File: src/rtl/cu_pkg.sv
// -----------------------------------------------------------------------------
// cu_pkg
// Shared definitions for the pipelined MIPS control unit:
//   - opcode / funct field encodings of the supported instructions
//   - ALU function and result-mux (out_select) encodings
//   - multiplier tracker state type
//   - the registered control bundle and the decode result structs
// No ports (package).
// -----------------------------------------------------------------------------
package cu_pkg;

    // Opcode field values
    localparam logic [5:0] OP_RTYPE = 6'h00;
    localparam logic [5:0] OP_J     = 6'h02;
    localparam logic [5:0] OP_BEQ   = 6'h04;
    localparam logic [5:0] OP_BNE   = 6'h05;
    localparam logic [5:0] OP_ADDI  = 6'h08;
    localparam logic [5:0] OP_ADDIU = 6'h09;
    localparam logic [5:0] OP_ANDI  = 6'h0C;
    localparam logic [5:0] OP_ORI   = 6'h0D;
    localparam logic [5:0] OP_LW    = 6'h23;
    localparam logic [5:0] OP_SW    = 6'h2B;

    // Funct field values for R-type
    localparam logic [5:0] FN_MFHI  = 6'h10;
    localparam logic [5:0] FN_MFLO  = 6'h12;
    localparam logic [5:0] FN_MULT  = 6'h18;
    localparam logic [5:0] FN_MULTU = 6'h19;
    localparam logic [5:0] FN_ADD   = 6'h20;
    localparam logic [5:0] FN_SUB   = 6'h22;
    localparam logic [5:0] FN_AND   = 6'h24;
    localparam logic [5:0] FN_OR    = 6'h25;
    localparam logic [5:0] FN_SLT   = 6'h2A;

    // Native widths of the encodings below
    localparam int ALU_CODE_W = 4;
    localparam int OSEL_CODE_W = 2;

    // ALU function codes; 0 is reserved so an all-zero bundle means "no ALU op"
    localparam logic [ALU_CODE_W-1:0] ALU_NOP = 4'd0;
    localparam logic [ALU_CODE_W-1:0] ALU_ADD = 4'd1;
    localparam logic [ALU_CODE_W-1:0] ALU_SUB = 4'd2;
    localparam logic [ALU_CODE_W-1:0] ALU_AND = 4'd3;
    localparam logic [ALU_CODE_W-1:0] ALU_OR  = 4'd4;
    localparam logic [ALU_CODE_W-1:0] ALU_SLT = 4'd5;

    // Result mux select codes
    localparam logic [OSEL_CODE_W-1:0] OSEL_ALU = 2'd0;
    localparam logic [OSEL_CODE_W-1:0] OSEL_HI  = 2'd1;
    localparam logic [OSEL_CODE_W-1:0] OSEL_LO  = 2'd2;

    // Multiplier tracker states
    typedef enum logic {
        MT_IDLE = 1'b0,
        MT_BUSY = 1'b1
    } mt_state_e;

    // Control bundle carried in the ID/EX register
    typedef struct packed {
        logic                   reg_write;
        logic                   reg_dst;
        logic                   alu_src_a;
        logic                   mem_write;
        logic                   mem_read;
        logic                   mem_to_reg;
        logic                   se_ze;
        logic                   start_mult;
        logic                   mult_sign;
        logic [ALU_CODE_W-1:0]  alu_func;
        logic [OSEL_CODE_W-1:0] out_select;
    } ctrl_t;

    localparam int CTRL_W = $bits(ctrl_t);

    // Full decode result: the bundle plus flags consumed only inside ID
    typedef struct packed {
        ctrl_t ctrl;
        logic  is_beq;
        logic  is_bne;
        logic  is_j;
        logic  uses_hilo;  // mult, multu, mfhi, mflo: must wait for the multiplier
    } dec_t;

endpackage

File: src/rtl/cu_mult_tracker.sv
// -----------------------------------------------------------------------------
// cu_mult_tracker
// Tracks the multi-cycle multiplier: IDLE -> BUSY on start, counts down
// MULT_LATENCY cycles, then back to IDLE.
// Parameters: MULT_LATENCY (2..15) cycles from start until HI/LO are valid.
// Ports:
//   clk   in  system clock
//   rst   in  synchronous active-high reset (forces IDLE, counter 0)
//   start in  a mult/multu issues this cycle
//   busy  out tracker is in BUSY
// -----------------------------------------------------------------------------
module cu_mult_tracker
    import cu_pkg::*;
#(
    parameter int MULT_LATENCY = 4
) (
    input  logic clk,
    input  logic rst,
    input  logic start,
    output logic busy
);

    localparam int CNT_W = 4;
    localparam logic [CNT_W-1:0] CNT_LOAD = CNT_W'(MULT_LATENCY - 1);

    mt_state_e          state_q, state_d;
    logic [CNT_W-1:0]   cnt_q, cnt_d;

    // State and counter registers
    always_ff @(posedge clk) begin
        if (rst) begin
            state_q <= MT_IDLE;
            cnt_q   <= {CNT_W{1'b0}};
        end else begin
            state_q <= state_d;
            cnt_q   <= cnt_d;
        end
    end

    // Next-state and counter logic
    always_comb begin
        state_d = state_q;
        cnt_d   = cnt_q;
        case (state_q)
            MT_IDLE: begin
                if (start) begin
                    state_d = MT_BUSY;
                    cnt_d   = CNT_LOAD;
                end else begin
                    cnt_d   = {CNT_W{1'b0}};
                end
            end
            MT_BUSY: begin
                // Leave BUSY on the cycle the count is exhausted, so a waiting
                // mfhi/mflo is still held during that last cycle.
                if (cnt_q == {CNT_W{1'b0}}) begin
                    state_d = MT_IDLE;
                end else begin
                    cnt_d   = cnt_q - {{(CNT_W-1){1'b0}}, 1'b1};
                end
            end
            default: begin
                state_d = MT_IDLE;
                cnt_d   = {CNT_W{1'b0}};
            end
        endcase
    end

    assign busy = (state_q == MT_BUSY);

endmodule

File: src/rtl/control_unit_pipe.sv
// -----------------------------------------------------------------------------
// control_unit_pipe
// Registered MIPS controller: decodes op_code/funct in ID, resolves beq/bne/j,
// generates multiplier stall and IF flush, and registers the control bundle
// into the ID/EX stage.
// Optional feature macro: CU_ILLEGAL_TRAP_EN adds the sticky illegal_op flag
// and the captured illegal_code; without it illegal encodings issue as valid
// all-zero bundles.
// Ports:
//   clk, rst               clock, synchronous active-high reset
//   op_code, funct         ID instruction fields
//   eq_ne                  ID register comparator (1 = equal)
//   id_valid               ID holds a real instruction
//   ex_ready               EX can accept; 0 holds ID/EX
//   flush                  external squash of the ID instruction
//   stall                  hold PC and IF/ID
//   if_flush               squash IF/ID (taken branch or jump)
//   pc_source              {jump, branch_taken}
//   ex_valid, ex_*         registered ID/EX control bundle
//   mult_busy              multiplier tracker is BUSY
//   illegal_op/illegal_code (CU_ILLEGAL_TRAP_EN only)
// -----------------------------------------------------------------------------
module control_unit_pipe
    import cu_pkg::*;
#(
    parameter int MULT_LATENCY = 4,
    parameter int ALU_FUNC_W   = 4,
    parameter int OUT_SEL_W    = 2
) (
    input  logic                  clk,
    input  logic                  rst,
    input  logic [5:0]            op_code,
    input  logic [5:0]            funct,
    input  logic                  eq_ne,
    input  logic                  id_valid,
    input  logic                  ex_ready,
    input  logic                  flush,
    output logic                  stall,
    output logic                  if_flush,
    output logic [1:0]            pc_source,
    output logic                  ex_valid,
    output logic                  ex_reg_write,
    output logic                  ex_reg_dst,
    output logic                  ex_ALUSrc_A,
    output logic                  ex_mem_write,
    output logic                  ex_mem_read,
    output logic                  ex_mem_to_reg,
    output logic                  ex_se_ze,
    output logic                  ex_start_mult,
    output logic                  ex_mult_sign,
    output logic [ALU_FUNC_W-1:0] ex_ALU_Func,
    output logic [OUT_SEL_W-1:0]  ex_out_select,
`ifdef CU_ILLEGAL_TRAP_EN
    output logic                  illegal_op,
    output logic [11:0]           illegal_code,
`endif
    output logic                  mult_busy
);

    // Decode one instruction into its control bundle and ID-stage flags.
    // Unknown encodings return an all-zero result.
    function automatic dec_t decode(input logic [5:0] op, input logic [5:0] fn);
        dec_t d;
        d = '0;
        case (op)
            OP_RTYPE: begin
                case (fn)
                    FN_ADD, FN_SUB, FN_AND, FN_OR, FN_SLT: begin
                        d.ctrl.reg_write = 1'b1;
                        d.ctrl.reg_dst   = 1'b1;
                        case (fn)
                            FN_ADD:  d.ctrl.alu_func = ALU_ADD;
                            FN_SUB:  d.ctrl.alu_func = ALU_SUB;
                            FN_AND:  d.ctrl.alu_func = ALU_AND;
                            FN_OR:   d.ctrl.alu_func = ALU_OR;
                            default: d.ctrl.alu_func = ALU_SLT;
                        endcase
                    end
                    FN_MULT, FN_MULTU: begin
                        d.ctrl.start_mult = 1'b1;
                        d.ctrl.mult_sign  = (fn == FN_MULT);
                        d.uses_hilo       = 1'b1;
                    end
                    FN_MFHI, FN_MFLO: begin
                        d.ctrl.reg_write  = 1'b1;
                        d.ctrl.reg_dst    = 1'b1;
                        d.ctrl.out_select = (fn == FN_MFHI) ? OSEL_HI : OSEL_LO;
                        d.uses_hilo       = 1'b1;
                    end
                    default: d = '0;
                endcase
            end
            OP_ADDI, OP_ADDIU: begin
                d.ctrl.reg_write = 1'b1;
                d.ctrl.alu_src_a = 1'b1;
                d.ctrl.se_ze     = 1'b1;
                d.ctrl.alu_func  = ALU_ADD;
            end
            OP_ANDI, OP_ORI: begin
                d.ctrl.reg_write = 1'b1;
                d.ctrl.alu_src_a = 1'b1;
                d.ctrl.alu_func  = (op == OP_ANDI) ? ALU_AND : ALU_OR;
            end
            OP_LW: begin
                d.ctrl.reg_write  = 1'b1;
                d.ctrl.alu_src_a  = 1'b1;
                d.ctrl.mem_read   = 1'b1;
                d.ctrl.mem_to_reg = 1'b1;
                d.ctrl.se_ze      = 1'b1;
                d.ctrl.alu_func   = ALU_ADD;
            end
            OP_SW: begin
                d.ctrl.alu_src_a = 1'b1;
                d.ctrl.mem_write = 1'b1;
                d.ctrl.se_ze     = 1'b1;
                d.ctrl.alu_func  = ALU_ADD;
            end
            OP_BEQ, OP_BNE: begin
                // Branches compare in ID; the bundle never writes state.
                d.ctrl.se_ze    = 1'b1;
                d.ctrl.alu_func = ALU_SUB;
                d.is_beq        = (op == OP_BEQ);
                d.is_bne        = (op == OP_BNE);
            end
            OP_J: begin
                d.is_j = 1'b1;
            end
            default: d = '0;
        endcase
        return d;
    endfunction

    dec_t  dec_s;
    logic  mult_busy_s;
    logic  mult_hazard_s;
    logic  stall_s;
    logic  issue_s;
    logic  branch_taken_s;
    logic  jump_s;
    logic  mult_start_s;
    ctrl_t ex_q, ex_d;
    logic  ex_valid_q, ex_valid_d;

    // ID-stage decode, hazard and branch resolution
    always_comb begin
        dec_s          = decode(op_code, funct);
        mult_hazard_s  = id_valid & mult_busy_s & dec_s.uses_hilo;
        stall_s        = mult_hazard_s | (id_valid & ~ex_ready);
        issue_s        = id_valid & ~stall_s & ~flush;
        branch_taken_s = issue_s & ((dec_s.is_beq & eq_ne) | (dec_s.is_bne & ~eq_ne));
        jump_s         = issue_s & dec_s.is_j;
        mult_start_s   = issue_s & dec_s.ctrl.start_mult;
    end

    // ID/EX next value: hold on back-pressure, load on issue, else bubble
    always_comb begin
        ex_d       = ex_q;
        ex_valid_d = ex_valid_q;
        if (ex_ready) begin
            if (issue_s) begin
                ex_d       = dec_s.ctrl;
                ex_valid_d = 1'b1;
            end else begin
                ex_d       = '0;
                ex_valid_d = 1'b0;
            end
        end else begin
            ex_d       = ex_q;
            ex_valid_d = ex_valid_q;
        end
    end

    // ID/EX control register
    always_ff @(posedge clk) begin
        if (rst) begin
            ex_q       <= '0;
            ex_valid_q <= 1'b0;
        end else begin
            ex_q       <= ex_d;
            ex_valid_q <= ex_valid_d;
        end
    end

    cu_mult_tracker #(
        .MULT_LATENCY (MULT_LATENCY)
    ) u_mult_tracker (
        .clk   (clk),
        .rst   (rst),
        .start (mult_start_s),
        .busy  (mult_busy_s)
    );

`ifdef CU_ILLEGAL_TRAP_EN
    // An encoding is legal when it decodes to something other than all-zero
    // controls; j is the only legal instruction with an all-zero bundle.
    function automatic logic is_legal(input dec_t d);
        return (d.ctrl != '0) | d.is_j;
    endfunction

    logic        illegal_q, illegal_d;
    logic [11:0] illegal_code_q, illegal_code_d;

    // Sticky trap: capture the first illegal encoding that would issue
    always_comb begin
        illegal_d      = illegal_q;
        illegal_code_d = illegal_code_q;
        if (issue_s && !is_legal(dec_s) && !illegal_q) begin
            illegal_d      = 1'b1;
            illegal_code_d = {op_code, funct};
        end else begin
            illegal_d      = illegal_q;
            illegal_code_d = illegal_code_q;
        end
    end

    // Trap registers, cleared only by reset
    always_ff @(posedge clk) begin
        if (rst) begin
            illegal_q      <= 1'b0;
            illegal_code_q <= 12'h000;
        end else begin
            illegal_q      <= illegal_d;
            illegal_code_q <= illegal_code_d;
        end
    end

    assign illegal_op   = illegal_q;
    assign illegal_code = illegal_code_q;
`endif

    assign stall         = stall_s;
    assign pc_source     = {jump_s, branch_taken_s};
    assign if_flush      = jump_s | branch_taken_s;
    assign mult_busy     = mult_busy_s;
    assign ex_valid      = ex_valid_q;
    assign ex_reg_write  = ex_q.reg_write;
    assign ex_reg_dst    = ex_q.reg_dst;
    assign ex_ALUSrc_A   = ex_q.alu_src_a;
    assign ex_mem_write  = ex_q.mem_write;
    assign ex_mem_read   = ex_q.mem_read;
    assign ex_mem_to_reg = ex_q.mem_to_reg;
    assign ex_se_ze      = ex_q.se_ze;
    assign ex_start_mult = ex_q.start_mult;
    assign ex_mult_sign  = ex_q.mult_sign;
    assign ex_ALU_Func   = ALU_FUNC_W'(ex_q.alu_func);
    assign ex_out_select = OUT_SEL_W'(ex_q.out_select);

endmodule

File: config.mk
export PLATFORM = sky130hd
export DESIGN_NAME = control_unit_pipe
export DESIGN_NICKNAME = d
export VERILOG_FILES = /design/src/rtl/cu_pkg.sv /design/src/rtl/cu_mult_tracker.sv /design/src/rtl/control_unit_pipe.sv
export SDC_FILE = /design/constraint.sdc
export NUM_CORES = 1
export LEC_CHECK = 0
export ABC_AREA = 1
export CAP_MARGIN = 20
export CORE_ASPECT_RATIO = 0.5
export CORE_MARGIN = 2
export CORE_UTILIZATION = 30
export DETAILED_ROUTE_END_ITERATION = 7
export GPL_TIMING_DRIVEN = 0
export PLACE_DENSITY = 0.55
export SLEW_MARGIN = 10
export SYNTH_ARGS = -nofsm -noshare
export SYNTH_HDL_FRONTEND = slang
export SYNTH_HIERARCHICAL = 1
export SYNTH_SLANG_ARGS = --single-unit
File: constraint.sdc
create_clock -name clk -period 1.27 [get_ports clk]
set_input_delay 0.254 -clock clk [delete_from_list [all_inputs] [get_ports clk]]
set_output_delay 0.254 -clock clk [all_outputs]
set_load 0.1 [all_outputs]
==> out/qor.yml <==
status: "finished, violations left"
violations: "setup timing"
start_util_pct: 31.73
diodes: 0
area_growth_pct: 59.80
cp_top_family: "simple AND/OR/NAND/NOR gates"
synthCells: 209
rsz0062_at_grt: "true"
vias: 1446
grt_antenna_before_repair: 0
clock_latency_ns: 0.25
drv_slew: 0
crit_path_frequent_cell: "nor2_2"
cts_buffers: 3
yosysTopAreaCell: "dfxtp_1"
core-area_um2: 3944
setup_viol: 20
drc: 0
hold_viol_final: 0
grt-ovfl-total: 0
place.gp.congestion: 0.8865
yosysWarningCount: 6
synth-seq-cells: 19
yosys.cell_types.count: 24
hpwlAfterDp_um: 2520
fin_worst_skew_ns: 0.002574
crit_path_top_delay_cell: "a21oi_4"
die-area_um2: 4735
nets: 286
arrival_ns: 1.33
netlist.area_leader.share_pct: 30.40
cts_tree: "done"
dpl.cell_count: 300
yosys-top-cells-area: "dfxtp_1 30%, nand2_1 16%, inv_1 9.6%"
final_cells: 320
total_power_uw: 1295
wl_per_cell_um: 10.85
first_pass_iters: 4
crit_fanout: 4
grt_use_total_pct: 15.79
netlist_area_um2: 1251
syn_nets: 228
period_needed_ns: 1.588
fin_crit_sh_pct: 125.1
p_leak_uw: 0.0009659
clk_pin_slew_ns: 0.07
synth_seq_area_share_pct: 30.40
viasPerCell: 4.519
place_area_um2: 1769
clock-sinks: 19
drive_gt1_share_pct: 37.97
cts_buffer_depth: 2
vdd_ir_drop_max_mv: 0.3460
crit_chain: "buf_8, nor2_4, nand2_2, nor2_2, nand2_1, nor2_2, a31oi_2, a21oi_4, buf_12"
timing.hold.ws_ns: 0.3955
syn_avg_cell_area_um2: 5.987
layout_commonest_cell: "nand2_1"
start_kind: "input pin"
max_stage_delay_ns: 0.20
drt_iter0_markers: 65
first_global_vias: 1313
num_rows: 16
postRouteAntennaNets: 0
critPathKind: "input pin to output pin"
wl_um: 3471
ios: 39
postLayoutSetupSlackWorst_ns: -0.3183
cp.required_ns: 1.02
final_area_um2: 1999
hp-class: "input pin to register"
port_buffers: 37
die_h_um: 49.67
finish.utilization_pct: 50.70
power_density_nw_per_um2: 647.7
final_cell_mix: "52 x nand2_1, 32 x buf_4, 27 x inv_1"
maxCapViolations: 0
fmax_mhz: 629.6
die_width_um: 95.33
grt_max_degree: 11
cts-root-buf: "clkbuf_8"
critPathCaptureType: "output pin"
htreeDepth: 1
grt_pass1_wl_um: 5892
cp_num_buf_inv: 2
[routing by layer]
| metal | up-vias | track usage, % | part of all wire [%] |
|---|---|---|---|
| met2 | 20 | 25.47 | 47 |
| met3 | 2 | 3.823 | 3.3 |
| met4 | 0 | 3.382 | 0.55 |
| met5 | - | 0 | 0 |
| li1 | 764 | - | - |
| met1 | 660 | 21.39 | 49 |
[cell families (layout without fill, tap and decap cells)]
kind of cell | after synthesis | in the layout | share of synthesized area, %
other | 1 | 1 | 0.2997
and+or+nand+nor | 124 | 124 | 44.60
adders and majority gates | 1 | 1 | 0.9998
DFF | 19 | 19 | 30.40
AOI/OAI and AO/OA | 22 | 22 | 8.900
buffers and inverters | 41 | 98 | 14.10
xor gates and xnor gates | 1 | 1 | 0.7001
[power by group]
part	leakage, uW	total (uW)	internal, uW	switching (uW)
registers	0.000155	595	594	1.20
logic	0.000788	288	106	182
clock network	0.0000228	412	223	189
total	0.000966	1300	922	373
[stage by stage]
step / setup slack [ns] / TNS (ns)
floorplan: -0.3597 / -1.464
global placement: -1.785 / -25.77
detailed placement: -1.796 / -26.43
CTS: -0.3002 / -4.413
global route: -0.3951 / -5.309
finish: -0.3183 / -3.886
[final timing paths]
kind | from | end | slack [ns] | cells after the start
worst max-delay path | op_code[4] | if_flush | -0.32 | 9
worst min-delay path | op_code[4] | ex_mem_write$_SDFFE_PP0P_ | 0.40 | 5
worst max register to register | u_mult_tracker/busy$_SDFF_PP0_ | u_mult_tracker/cnt_q[1]$_SDFFE_PP0P_ | -0.19 | 11
worst min register to register | ex_se_ze$_SDFFE_PP0P_ | ex_se_ze$_SDFFE_PP0P_ | 0.47 | 2
[cell usage after synthesis]
library cell,count
nand2_1,54
inv_1,32
nor2_1,31
nand3_1,20
dfxtp_1,19
a21oi_1,18
buf_4,4
nand2_2,4
nand4_1,4
nor3_1,3
o21ai_0,3
clkbuf_1,2
inv_2,2
nand3b_1,2
nor2_2,2
a31oi_1,1
buf_6,1
conb_1,1
ha_1,1
nand2_4,1
nand3_4,1
nor2_4,1
nor4_1,1
xnor2_1,1
[sequential cells by signal, indices dropped and copies added, names as in the netlist]
signal / flops
ex_reg_write: 1
ex_reg_dst: 1
ex_ALUSrc_A: 1
ex_valid: 1
u_mult_tracker/busy: 1
ex_ALU_Func: 3
u_mult_tracker/cnt_q: 4
ex_se_ze: 1
ex_start_mult: 1
ex_mem_write: 1
ex_out_select: 2
ex_mult_sign: 1
ex_mem_read: 1
[final cells by class]
cell class | count | area (um2)
Buffer | 5 | 35.03
Timing Repair Buffer | 55 | 471.7
Inverter | 34 | 132.6
Sequential cell | 19 | 389.1
Tap cell | 54 | 67.56
Clock buffer | 4 | 45.04
Multi-Input combinational cell | 149 | 858.3
Fill cell | 427 | 1944
[worst reg2reg max path, stage by stage, from the launching register on]
cell and delay, ns:
dfxtp_4 0.35, inv_2 0.06, nor2_4 0.04, nand2_4 0.09
nand3_4 0.14, buf_4 0.18, buf_6 0.12, nor3_4 0.11
nand2_2 0.08, nand2_1 0.06, nand2_1 0.05, a21oi_1 0.11
[repair_timing]
action	in CTS	in global routing
hold buffers	0	0
resized for setup	206	19
buffers inserted	12	7
pin swaps	22	11
endpoints found under the setup margin	37	26
Power figures use the tool's default switching activity.
